### src/rtl/pll_cal_pkg.sv
// Shared encodings and default parameters for the PLL calibration sequencer.
package pll_cal_pkg;

  localparam int CODE_W_DEF     = 8;
  localparam int LOCK_CNT_DEF   = 64;
  localparam int TIMEOUT_DEF    = 4096;
  localparam int UNLOCK_THR_DEF = 16;

  localparam int STATE_W = 3;

  typedef enum logic [STATE_W-1:0] {
    IDLE        = 3'd0,
    COARSE_REQ  = 3'd1,
    COARSE_WAIT = 3'd2,
    FINE        = 3'd3,
    LOCKED      = 3'd4,
    FAIL        = 3'd5
  } cal_state_t;

endpackage

### src/rtl/pll_cal_edge_sync.sv
// Brings an asynchronous PFD pulse into the clock domain and emits a one-cycle
// strobe on each synchronized rising edge.
module pll_cal_edge_sync (
  input  logic clk,
  input  logic rst,
  input  logic d,
  output logic pulse
);

  // [0],[1] form the synchronizer; [2] holds the previous synchronized value.
  logic [2:0] sync_q;

  always_ff @(posedge clk or posedge rst) begin
    if (rst) begin
      sync_q <= 3'b000;
    end else begin
      sync_q <= {sync_q[1:0], d};
    end
  end

  assign pulse = sync_q[1] & ~sync_q[2];

endmodule

### src/rtl/pll_cal_ctrl.sv
// DCO calibration sequencer: SAR coarse search on PFD frequency flags, then
// up/down tracking with lock detection and automatic relock.
module pll_cal_ctrl
  import pll_cal_pkg::*;
#(
  parameter int CODE_W     = CODE_W_DEF,
  parameter int LOCK_CNT   = LOCK_CNT_DEF,
  parameter int TIMEOUT    = TIMEOUT_DEF,
  parameter int UNLOCK_THR = UNLOCK_THR_DEF
) (
  input  logic              ref_clk,
  input  logic              rst,
  input  logic              start,
  input  logic              freq_check_done,
  input  logic              ref_clk_is_faster,
  input  logic              ref_clk_is_slower,
  input  logic              up,
  input  logic              down,
  output logic              check_req,
  output logic [CODE_W-1:0] dco_code,
  output logic              busy,
  output logic              locked,
  output logic              cal_fail,
  output logic [STATE_W-1:0] state
);

  localparam int BIT_W   = (CODE_W > 1) ? $clog2(CODE_W) : 1;
  localparam int TMO_W   = $clog2(TIMEOUT);
  localparam int QUIET_W = $clog2(LOCK_CNT);
  localparam int MISS_W  = $clog2(UNLOCK_THR);

  localparam logic [CODE_W-1:0] CODE_MID = {1'b1, {(CODE_W-1){1'b0}}};
  localparam logic [CODE_W-1:0] CODE_MAX = {CODE_W{1'b1}};

  // Handshake: check_req is a one-cycle request; the PFD answers later with a
  // one-cycle freq_check_done carrying the faster/slower flags in that cycle.

  cal_state_t         cur;
  logic [BIT_W-1:0]   bit_idx;
  logic [TMO_W-1:0]   tmo_cnt;
  logic [QUIET_W-1:0] quiet_cnt;
  logic [MISS_W-1:0]  miss_cnt;

  logic up_e, down_e;

  pll_cal_edge_sync u_sync_up (
    .clk   (ref_clk),
    .rst   (rst),
    .d     (up),
    .pulse (up_e)
  );

  pll_cal_edge_sync u_sync_down (
    .clk   (ref_clk),
    .rst   (rst),
    .d     (down),
    .pulse (down_e)
  );

  logic              step_up, step_dn, step, rail, quiet_done;
  logic              start_cal, relock;
  logic [CODE_W-1:0] bit_mask, coarse_kept;

  assign step_up    = up_e & ~down_e;
  assign step_dn    = down_e & ~up_e;
  assign step       = step_up | step_dn;
  assign rail       = (step_up && dco_code == CODE_MAX) || (step_dn && dco_code == '0);
  assign quiet_done = (quiet_cnt == QUIET_W'(LOCK_CNT - 1));

  assign start_cal = start && (cur == IDLE || cur == LOCKED || cur == FAIL);
  assign relock    = (cur == LOCKED) && step && !rail &&
                     (miss_cnt == MISS_W'(UNLOCK_THR - 1));

  assign bit_mask    = CODE_W'(1) << bit_idx;
  assign coarse_kept = ref_clk_is_slower ? (dco_code & ~bit_mask) : dco_code;

  always_ff @(posedge ref_clk or posedge rst) begin
    if (rst) begin
      cur       <= IDLE;
      dco_code  <= CODE_MID;
      bit_idx   <= '0;
      tmo_cnt   <= '0;
      quiet_cnt <= '0;
      miss_cnt  <= '0;
      check_req <= 1'b0;
      busy      <= 1'b0;
      locked    <= 1'b0;
      cal_fail  <= 1'b0;
    end else begin
      check_req <= 1'b0;
      if (start_cal || relock) begin
        cur       <= COARSE_REQ;
        dco_code  <= CODE_MID;
        bit_idx   <= BIT_W'(CODE_W - 1);
        tmo_cnt   <= '0;
        quiet_cnt <= '0;
        miss_cnt  <= '0;
        check_req <= 1'b1;
        busy      <= 1'b1;
        locked    <= 1'b0;
        cal_fail  <= 1'b0;
      end else begin
        case (cur)
          COARSE_REQ: begin
            cur     <= COARSE_WAIT;
            tmo_cnt <= '0;
          end
          COARSE_WAIT: begin
            if (freq_check_done) begin
              if (ref_clk_is_faster && ref_clk_is_slower) begin
                cur      <= FAIL;
                busy     <= 1'b0;
                cal_fail <= 1'b1;
              end else if (!ref_clk_is_faster && !ref_clk_is_slower) begin
                cur       <= FINE;
                quiet_cnt <= '0;
              end else if (bit_idx == '0) begin
                dco_code  <= coarse_kept;
                cur       <= FINE;
                quiet_cnt <= '0;
              end else begin
                dco_code  <= coarse_kept | (bit_mask >> 1);
                bit_idx   <= bit_idx - 1'b1;
                cur       <= COARSE_REQ;
                check_req <= 1'b1;
              end
            end else if (tmo_cnt == TMO_W'(TIMEOUT - 1)) begin
              cur      <= FAIL;
              busy     <= 1'b0;
              cal_fail <= 1'b1;
            end else begin
              tmo_cnt <= tmo_cnt + 1'b1;
            end
          end
          FINE, LOCKED: begin
            if (rail) begin
              cur      <= FAIL;
              busy     <= 1'b0;
              locked   <= 1'b0;
              cal_fail <= 1'b1;
            end else if (step) begin
              dco_code  <= step_up ? dco_code + 1'b1 : dco_code - 1'b1;
              quiet_cnt <= '0;
              if (cur == LOCKED) miss_cnt <= miss_cnt + 1'b1;
            end else if (quiet_done) begin
              // A full quiet window forgives earlier misses while locked.
              quiet_cnt <= '0;
              miss_cnt  <= '0;
              if (cur == FINE) begin
                cur    <= LOCKED;
                busy   <= 1'b0;
                locked <= 1'b1;
              end
            end else begin
              quiet_cnt <= quiet_cnt + 1'b1;
            end
          end
          default: begin
          end
        endcase
      end
    end
  end

  assign state = cur;

endmodule

### config.mk
export PLATFORM = sky130hd
export DESIGN_NAME = pll_cal_ctrl
export DESIGN_NICKNAME = d
export VERILOG_FILES = /design/src/rtl/pll_cal_pkg.sv /design/src/rtl/pll_cal_edge_sync.sv /design/src/rtl/pll_cal_ctrl.sv
export SDC_FILE = /design/constraint.sdc
export NUM_CORES = 1
export LEC_CHECK = 0
export BUFFER_PORTS_ARGS = -buffer_cell sky130_fd_sc_hd__buf_2
export CAP_MARGIN = 0
export CELL_PAD_IN_SITES_DETAIL_PLACEMENT = 1
export CELL_PAD_IN_SITES_GLOBAL_PLACEMENT = 1
export CORE_MARGIN = 2
export CORE_UTILIZATION = 50
export DETAILED_ROUTE_END_ITERATION = 10
export PLACE_DENSITY = 0.82
export SYNTH_ARGS = -nofsm -noshare
export SYNTH_HDL_FRONTEND = slang
export SYNTH_SLANG_ARGS = --single-unit
export TNS_END_PERCENT = 5
### constraint.sdc
create_clock -name ref_clk -period 5.6 [get_ports ref_clk]
set_input_delay 0.84 -clock ref_clk [delete_from_list [all_inputs] [get_ports ref_clk]]
set_output_delay 0.84 -clock ref_clk [all_outputs]
set_load 0.1 [all_outputs]
==> results of run 1 <==
[path summary, 6_finish.rpt]
| kind | startpoint | slack, ps | cells past startpoint | to |
|---|---|---|---|---|
| min in group asynchronous | rst | 750 | 2 | quiet_cnt[0]$_DFFE_PP0P_ |
| max | u_sync_up.sync_q[1]$_DFF_PP0_ | 2450 | 8 | state[1]$_DFFE_PP0P_ |
| min | u_sync_up.sync_q[0]$_DFF_PP0_ | 370 | 0 | u_sync_up.sync_q[1]$_DFF_PP0_ |
| max reg2reg | u_sync_up.sync_q[1]$_DFF_PP0_ | 2450 | 8 | state[1]$_DFFE_PP0P_ |
| max in group asynchronous | rst | 4220 | 2 | dco_code[4]$_DFFE_PP0P_ |
| min reg2reg | u_sync_up.sync_q[0]$_DFF_PP0_ | 370 | 0 | u_sync_up.sync_q[1]$_DFF_PP0_ |
[layout by cell type, fill, tap and decap left out, types with 7 or more instances in the layout]
master,n
o21ai_0,21
ha_1,16
nand2_1,37
buf_2,22
o31ai_1,8
dfrtp_1,45
nor2_1,38
a31oi_1,7
xor2_1,10
nand2b_1,9
nand3_1,18
inv_1,13
xnor2_1,8
a21oi_1,20
nor2b_1,11
[worst register-to-register path, cell delays in order (launching register included)]
cell	delay, ps
dfrtp_1	390
nor2b_1	150
ha_1	380
nor4b_2	420
and4_1	290
a32o_1	700
a31o_2	220
and2_1	180
mux2_1	330
[area by class of cell]
cell class	instances	area, um^2	area share (%)
tap	75	93.8	2.89
multi-input combinational	276	1750	53.8
timing repair buffer	23	118	3.62
clock buffer	6	72.6	2.23
sequential	46	1150	35.5
clock inverter	2	13.8	0.423
inverter	14	52.6	1.62
[power groups by stage]
| stage | logic, mW | clock network, mW | registers (mW) |
|---|---|---|---|
| after global placement | 1.03 | 0 | 0.512 |
| after detailed placement | 1.06 | 0 | 0.516 |
| after global routing | 1.16 | 0.224 | 0.528 |
| final | 1.06 | 0.208 | 0.513 |
| after floorplan | 0.610 | 0 | 0.756 |
| after CTS | 1.07 | 0.212 | 0.509 |
[layer usage]
layer | part of all wire [%] | global-route usage, % | wire length, um
met2 | 48 | 40.3 | 3600
met5 | 0 | 0 | 0
met4 | 0.57 | 4.17 | 43
met1 | 48 | 31.2 | 3600
met3 | 3.3 | 5.27 | 250
[flip-flops by register name, summed over array words and instances, names as in the netlist]
register / count
cal_fail: 1
dco_code: 8
u_sync_up.sync_q: 3
tmo_cnt: 12
state: 3
miss_cnt: 4
locked: 1
bit_idx: 3
busy: 1
quiet_cnt: 6
u_sync_down.sync_q: 3
check_req: 1
[synthesized netlist by cell type (all sizes together), types with 9 or more instances]
cell type,instances,share of area (%)
ha,16,6.6
dfrtp,45,37
inv,14,1.7
nand3,18,3.0
xor2,10,2.9
nor2,38,4.7
o21ai,23,4.3
nand2,37,4.6
a21oi,20,3.3
nor2b,11,2.3
buf,10,1.8
nand2b,9,1.9
[cell families after synthesis]
family | share of synthesized area, %
xor+xnor | 5.20
mux | 0.371
compound gates | 20.2
buf+inv | 4.37
fa+ha+maj | 7.26
flops | 38.0
simple gates | 24.6
==> results.yml, run 1 <==
cells_and_area:
  antenna_cells: 0
  final_nets: 391
  fillers: 730
  syn_to_final_growth_pct: 7.18
  drive_above_1_share_pct: 11.4
  final_util_pct: 55.2
  post-route-cell-area_um2: 3250
  stdcell_count: 442
clock_tree:
  post_cts_buffers: 0
  clkTransAtPathRegs_ps: 90
  hold_buffers: 0
  h-tree-depth: 2
  clock_path_buffers: 2
  cts_tree: "built"
  cts_root_buf: "clkbuf_8"
  clock_sinks: 46
  cts_buffers: 5
  ctsResizeCount: 0
  clk_latency_ps: 310
placement:
  preCtsSetupSlack_ps: 2470
  place_area_um2: 3160
  io_buffer_count: 22
  dp_hpwl_mm: 5.39
  dp.cells: 434
  gp_congestion: 0.797
drt:
  drt-total-wl_mm: 7.50
  drtIter0Drc: 138
  post_drt_wl_per_cell_um: 17.0
  vias_per_cell: 5.87
  vias: 2593
  ant_nets: 0
  post-route-drc-count: 0
  firstDrtPassIters: 4
setup_path:
  cp_slowest_stage_delay_ps: 700
  cp_max_fo: 20
  critPathRequiredTime_ps: 5800
  critPathKind: "register to register"
  crit_chain: "nor2b_1 -> ha_1 -> nor4b_2 -> and4_1 -> a32o_1 -> a31o_2 -> and2_1 -> mux2_1"
  start_kind: "register"
  crit_buf_inv: 0
  cp-end-kind: "register"
  crit_slowest_cell: "a32o_1"
  worst_ep_arrival_time_ps: 3340
  critPathTopFamily: "simple AND/OR/NAND/NOR gates"
sta:
  tightest_slew_ps: 994
  period_needed_ps: 3150
  finClkSkew_ps: 5.81
  fin_setup_tns_ps: 0
  relSlewSlack_pct: 33.7
  fin_ws_ps: 2450
  rsz0062_at_grt: "no"
  fin_hold_ws_ps: 371
  final-hold-violation-count: 0
  period_share_pct: 56.2
  fmaxAchievable_mhz: 318
  drv_slew: 0
  setup_viol: 0
synthesis:
  ys_async_sr_fraction_pct: 100
  synth.avg_cell_area_um2: 8.59
  yosysSeqAreaShare_pct: 38.0
  ys_types: 59
  syn-num-nets: 378
  synth_top_flop_cell: "dfrtp_1"
  yosys_register_bits: 46
  netlist_area_um2: 3030
  synth-edff-count: 0
  synthCells: 353
  synth_warnings: 0
global_routing:
  grt_pass1_wl_mm: 12.3
  first_global_vias: 2564
  grt_max_degree: 47
  track_usage_pct: 23.7
  antenna_found_initial: 0
  grt-ovfl-total: 0
pwr:
  p_total_mw: 1.78
  internal-power_mw: 0.801
  p_sw_mw: 0.983
  power_density_nw_per_um2: 549
  clkPwrFrac_pct: 11.7
  seqPwrFrac_pct: 28.7
  vdd_ir_drop_max_v: 0.000418
  p_sw_share_pct: 55.1
  p_comb_share_pct: 59.6
  p_leak_nw: 1.41
floorplanning:
  io_pins: 23
  fp.dieW_um: 81.9
  die_h_um: 81.9
  core_um2: 5890
  initial_core_util_pct: 51.5
  rows: 28
  fp.dieArea_um2: 6710
job:
  cap_violations: 0
min_path:
  hp-class: "register to register"
run_status:
  outcome: "finished clean"
(Power assumes the default switching activity.)
==> inputs of run 2 (changes only) <==
- CORE_UTILIZATION: 50 -> 42
- PLACE_DENSITY: 0.82 -> 0.73
- clock period: 5.6 -> 2.85 ns (I/O delays scaled with it)
==> run 2 against run 1 <==
Sequential share of layout area is 1.2 points lower. Via count is 0.62% higher. Flip-flop and latch count stayed put. Critical path type unchanged. Largest cell class unchanged.
==> results.yml, run 2 (synthesis results as in run 1) <==
sta:
  fmaxAchievable_mhz: 369
  drv_slew: 0
  finClkSkew_ps: 9.19
  period_share_pct: 95.2
  fin_hold_ws_ps: 221
  period_needed_ps: 2710
  setup_viol: 0
  relSlewSlack_pct: 60.3
  final-hold-violation-count: 0
  fin_setup_tns_ps: 0
  tightest_slew_ps: 595
  fin_ws_ps: 137
global_routing:
  grt_pass1_wl_mm: 13.2
  track_usage_pct: 21.6
  grt_max_degree: 47
  first_global_vias: 2680
  grt-ovfl-total: 0
  antenna_found_initial: 0
setup_path:
  crit_buf_inv: 1
  critPathTopFamily: "compound AO/OA/AOI/OAI gates"
  start_kind: "register"
  cp_slowest_stage_delay_ps: 480
  worst_ep_arrival_time_ps: 2940
  critPathKind: "register to register"
  crit_chain: "nor2b_1 -> ha_1 -> inv_1 -> ha_1 -> a211oi_1 -> o21bai_1 -> o221ai_2 -> xnor2_1 -> o21ba_2 -> or4b_1"
  timing.rr.start: "u_sync_up.sync_q[1]$_DFF_PP0_"
  cp-end-kind: "register"
  setup.worst_path.start: "u_sync_up.sync_q[1]$_DFF_PP0_"
  cp_max_fo: 6
  path_common_cell: "ha_1"
  critPathRequiredTime_ps: 3080
  crit_slowest_cell: "or4b_1"
drt:
  drtIter0Drc: 66
  ant_nets: 0
  drt-total-wl_mm: 7.85
  vias_per_cell: 5.54
  firstDrtPassIters: 4
  vias: 2609
  post-route-drc-count: 0
  post_drt_wl_per_cell_um: 16.7
cells_and_area:
  final_common_cell: "dfrtp_1"
  final_nets: 399
  fillers: 841
  final_util_pct: 48.7
  antenna_cells: 0
  largest_reg_flops: 12
  largestRegisters: "tmo_cnt: 12 flops, dco_code: 8 flops, quiet_cnt: 6 flops"
  drive_above_1_share_pct: 13.9
  largest-register: "tmo_cnt"
  final_cell_mix: "45 x dfrtp_1, 38 x nor2_1, 37 x nand2_1"
  syn_to_final_growth_pct: 10.8
min_path:
  min-delay-start: "up"
  hp-class: "input pin to register"
clock_tree:
  cts_tree: "built"
  clock_sinks: 46
  hold_buffers: 0
  ctsResizeCount: 0
  clkTransAtPathRegs_ps: 90
  h-tree-depth: 2
  cts_buffers: 5
  post_cts_buffers: 0
  clock_path_buffers: 2
  cts_root_buf: "clkbuf_8"
  clk_latency_ps: 320
floorplanning:
  fp.dieW_um: 89.0
  rows: 30
  core_um2: 6910
  initial_core_util_pct: 43.9
  fp.dieArea_um2: 7920
  io_pins: 23
  die_h_um: 89.0
pwr:
  p_total_mw: 3.66
  vdd_ir_drop_max_v: 0.000452
  p_leak_nw: 1.47
  power_density_nw_per_um2: 1090
job:
  cap_violations: 0
run_status:
  outcome: "finished clean"
placement:
  dp_hpwl_mm: 5.56
  gp_congestion: 0.775
  preCtsSetupSlack_ps: 98.5
  io_buffer_count: 22
==> run 2: cell types whose count changed in the layout (fill, tap and decap cells not counted) <==
cell,change
o221ai_2,+1
clkbuf_1,-1
o221ai_1,-1
buf_4,+8
clkbuf_8,+2
clkinv_2,-1
==> run 2: path summary, 6_finish.rpt <==
path                                                   endpoint  slack (ps)  depth (start not counted)
min in group asynchronous                tmo_cnt[2]$_DFFE_PP0P_         250                          3
worst max-delay path                    dco_code[7]$_DFFE_PP1P_         140                         10
max in group asynchronous               dco_code[2]$_DFFE_PP0P_        2190                          3
worst min register to register  u_sync_down.sync_q[1]$_DFF_PP0_         360                          0
worst max register to register          dco_code[7]$_DFFE_PP1P_         140                         10
worst min-delay path              u_sync_up.sync_q[0]$_DFF_PP0_         220                          1
==> run 2: stage by stage <==
| step | std cells | area [um^2] |
|---|---|---|
| 3_5_place_dp | 463 | 3250 |
| 6_report | 471 | 3360 |
| 3_3_place_gp | 463 | 3250 |
| 5_1_grt | 471 | 3360 |
| 2_1_floorplan | 353 | 3030 |
| 4_1_cts | 471 | 3360 |
==> run 2: final cells by class <==
type / instances / area, um^2 / area share, %
multi-input cells: 276 / 1750 / 52.2
flip-flops and latches: 46 / 1150 / 34.3
repair buffers: 31 / 178 / 5.28
well taps: 96 / 120 / 3.57
clock buffers: 7 / 96.3 / 2.87
inverters: 14 / 52.6 / 1.56
clock inverters: 1 / 8.76 / 0.261
==> run 2: power by group <==
| part | switching, mW | internal, mW |
|---|---|---|
| sequential | 0.215 | 0.776 |
| clock | 0.255 | 0.223 |
| combinational | 1.51 | 0.682 |
==> run 2: per-layer routing <==
| metal | part of all wire [%] | wire, um | track usage, % |
|---|---|---|---|
| met1 | 50 | 3910 | 29.3 |
| met2 | 46 | 3640 | 36.4 |
| met3 | 3.0 | 234 | 4.34 |
| met4 | 0.78 | 61 | 4.07 |
| met5 | 0 | 0 | 0 |
==> inputs of run 3 (changes only) <==
- ABC_AREA: not set -> 1
- CORE_UTILIZATION: 42 -> 40
- PLACE_DENSITY: 0.73 -> 0.72
- SLEW_MARGIN: not set -> 10
==> run 3 against run 2 <==
Combinational power increased by 11%. Clock power increased by 30%. Count of clock-buffer cells in the layout decreased by 1. Area after synthesis increased by 5.9%. Maximum frequency increased by 7.2%. Hold slack got worse by 60 ps. Synthesized cell count increased by 23%. Die area increased by 11%.
==> results.yml, run 3 <==
synthesis:
  yosys.area_share.adder_pct: 6.86
  netlist_area_um2: 3210
  synth_xor_xnor_area_share_pct: 5.18
  synth.avg_cell_area_um2: 7.41
  synth_warnings: 0
  synthCells: 433
  synth.area.mux_share_pct: 0
  synth-edff-count: 0
  ys_types: 38
  syn-num-nets: 458
  synth_compound_area_share_pct: 9.12
  ys_async_sr_fraction_pct: 100
  yosysSeqAreaShare_pct: 35.9
  yosysTopAreaCell: "dfrtp_1"
  yosys-top-cells-count: "130 x nand2_1, 45 x dfrtp_1, 43 x nor2_1"
  synth_top_flop_cell: "dfrtp_1"
  yosysMostFrequentCell: "nand2_1"
  synth.top_cell.area_share_pct: 35.1
  synth_area_leaders: "dfrtp_1 35%, nand2_1 15%, ha_1 6.2%"
  yosys_register_bits: 46
  yosys.area_share.simple_pct: 35.7
  synth_top_family_by_area: "simple AND/OR/NAND/NOR gates"
clock_tree:
  cts_tree: "built"
  ctsResizeCount: 0
  clock_sinks: 46
  post_cts_buffers: 0
  cts_buffers: 5
  clkTransAtPathRegs_ps: 100
  clock_path_buffers: 2
  clk_latency_ps: 310
  cts_root_buf: "clkbuf_8"
  h-tree-depth: 2
  hold_buffers: 0
floorplanning:
  fp.dieW_um: 93.6
  fp.dieArea_um2: 8760
  die_h_um: 93.6
  initial_core_util_pct: 41.3
  io_pins: 23
  rows: 32
  core_um2: 7770
cells_and_area:
  final_nets: 484
  final_cell_mix: "130 x nand2_1, 45 x dfrtp_1, 43 x nor2_1"
  final_common_cell: "nand2_1"
  post-route-cell-area_um2: 3560
  largestRegisters: "tmo_cnt: 12 flops, dco_code: 8 flops, quiet_cnt: 6 flops"
  antenna_cells: 0
  drive_above_1_share_pct: 14.6
  fillers: 988
  stdcell_count: 562
  largest-register: "tmo_cnt"
  syn_to_final_growth_pct: 10.8
  largest_reg_flops: 12
sta:
  setup_viol: 0
  fin_ws_ps: 318
  period_share_pct: 88.8
  rsz0062_at_grt: "no"
  drv_slew: 0
  relSlewSlack_pct: 62.1
  tightest_slew_ps: 567
  final-hold-violation-count: 0
  finClkSkew_ps: 8.26
  fmaxAchievable_mhz: 395
  fin_setup_tns_ps: 0
  period_needed_ps: 2530
global_routing:
  track_usage_pct: 21.5
  grt-ovfl-total: 0
  grtUsageMet1_pct: 30.4
  grt_pass1_wl_mm: 14.8
  antenna_found_initial: 0
  first_global_vias: 2986
  grt_busiest_layer: "met2"
  use_met3_pct: 2.90
  grt_max_degree: 26
  use_met2_pct: 35.1
pwr:
  p_sw_mw: 2.26
  vdd_ir_drop_max_v: 0.000500
  clkPwrFrac_pct: 15.4
  p_sw_share_pct: 56.3
  p_total_mw: 4.02
  power_density_nw_per_um2: 1130
  p_leak_nw: 1.79
  seqPwrFrac_pct: 24.0
  p_comb_share_pct: 60.5
  internal-power_mw: 1.76
setup_path:
  critPathRequiredTime_ps: 3060
  cp_max_fo: 8
  start_kind: "register"
  worst_ep_arrival_time_ps: 2740
  critPathKind: "register to register"
  cp-end-kind: "register"
drt:
  drtIter0Drc: 72
  firstDrtPassIters: 4
  ant_nets: 0
  vias: 2894
  post-route-drc-count: 0
  vias_per_cell: 5.15
  post_drt_wl_per_cell_um: 15.6
  drt-total-wl_mm: 8.77
min_path:
  hp-class: "input pin to async pin"
job:
  cap_violations: 0
placement:
  dp_hpwl_mm: 6.87
  dp.cells: 554
  preCtsSetupSlack_ps: 319
  gp_congestion: 0.830
  io_buffer_count: 22
  place_area_um2: 3410
run_status:
  outcome: "finished clean"
-- run 3: cell count changes after synthesis, sizes merged, moves of 9 or more --
cell,previous run,this run
a21oi,20,11
inv,14,50
nand2,37,136
nand2b,9,0
nand3,18,39
nor2,38,51
nor2b,11,0
-- run 3: layout make-up --
class,count,area [um^2],area share [%]
Clock buffer,6,82.6,2.32
Inverter,50,190,5.35
Timing Repair Buffer,23,118,3.31
Clock inverter,2,60.1,1.69
Sequential cell,46,1150,32.4
Multi-Input combinational cell,333,1830,51.4
Tap cell,102,128,3.59
-- run 3: worst max-delay path: stages, from the launching register on --
cell	delay, ps
dfrtp_1	360
inv_1	40
nor2_1	170
inv_1	70
ha_1	350
inv_1	170
nand3_1	150
nor2_2	150
nand3_2	190
nand3_2	230
nor2_1	80
nor2_2	210
nand2_1	130
nand2_1	80
nand2_1	50
-- run 3: path summary, 6_finish.rpt --
check	cells after the start	endpoint	slack, ps	start
max in group asynchronous	3	dco_code[7]$_DFFE_PP1P_	1900	rst
setup / recovery	14	state[1]$_DFFE_PP0P_	320	u_sync_down.sync_q[1]$_DFF_PP0_
min in group ref_clk	1	u_sync_down.sync_q[0]$_DFF_PP0_	220	down
hold reg to reg	0	u_sync_down.sync_q[1]$_DFF_PP0_	360	u_sync_down.sync_q[0]$_DFF_PP0_
hold / removal	2	dco_code[3]$_DFFE_PP0P_	160	rst
setup reg to reg	14	state[1]$_DFFE_PP0P_	320	u_sync_down.sync_q[1]$_DFF_PP0_
-- run 3: metal layers --
layer | part of all wire (%) | up-vias | routed length (um)
met5 | 0 | - | 0
met4 | 0.82 | 0 | 72
met3 | 2.4 | 5 | 208
met2 | 46 | 30 | 4070
met1 | 50 | 1413 | 4420
li1 | - | 1446 | -
-- run 3: per-stage QoR --
step	utilization (%)	hold WS, ps
floorplan	-	331
global placement	44.0	344
detailed placement	44.0	338
CTS	45.8	175
global route	45.8	210
finish	45.8	161
-- run 3: kinds of logic (layout without fill, tap and decap cells) --
logic type | count (synthesis) | in the layout
AND/OR/NAND/NOR | 247 | 247
buffers and inverters | 54 | 81
AO/OA/AOI/OAI | 50 | 50
flip-flops | 46 | 46
XOR/XNOR | 19 | 19
adder cells (fa/ha/maj) | 17 | 17
-- run 3: power groups by stage --
stage                     logic [mW]  clock network [mW]  registers [mW]
after floorplan                 1.38                   0            1.53
after global placement          2.40                   0           0.974
after detailed placement        2.44                   0           0.981
after CTS                       2.45               0.638           0.970
after global routing            2.70               0.660           0.990
final                           2.43               0.620           0.967
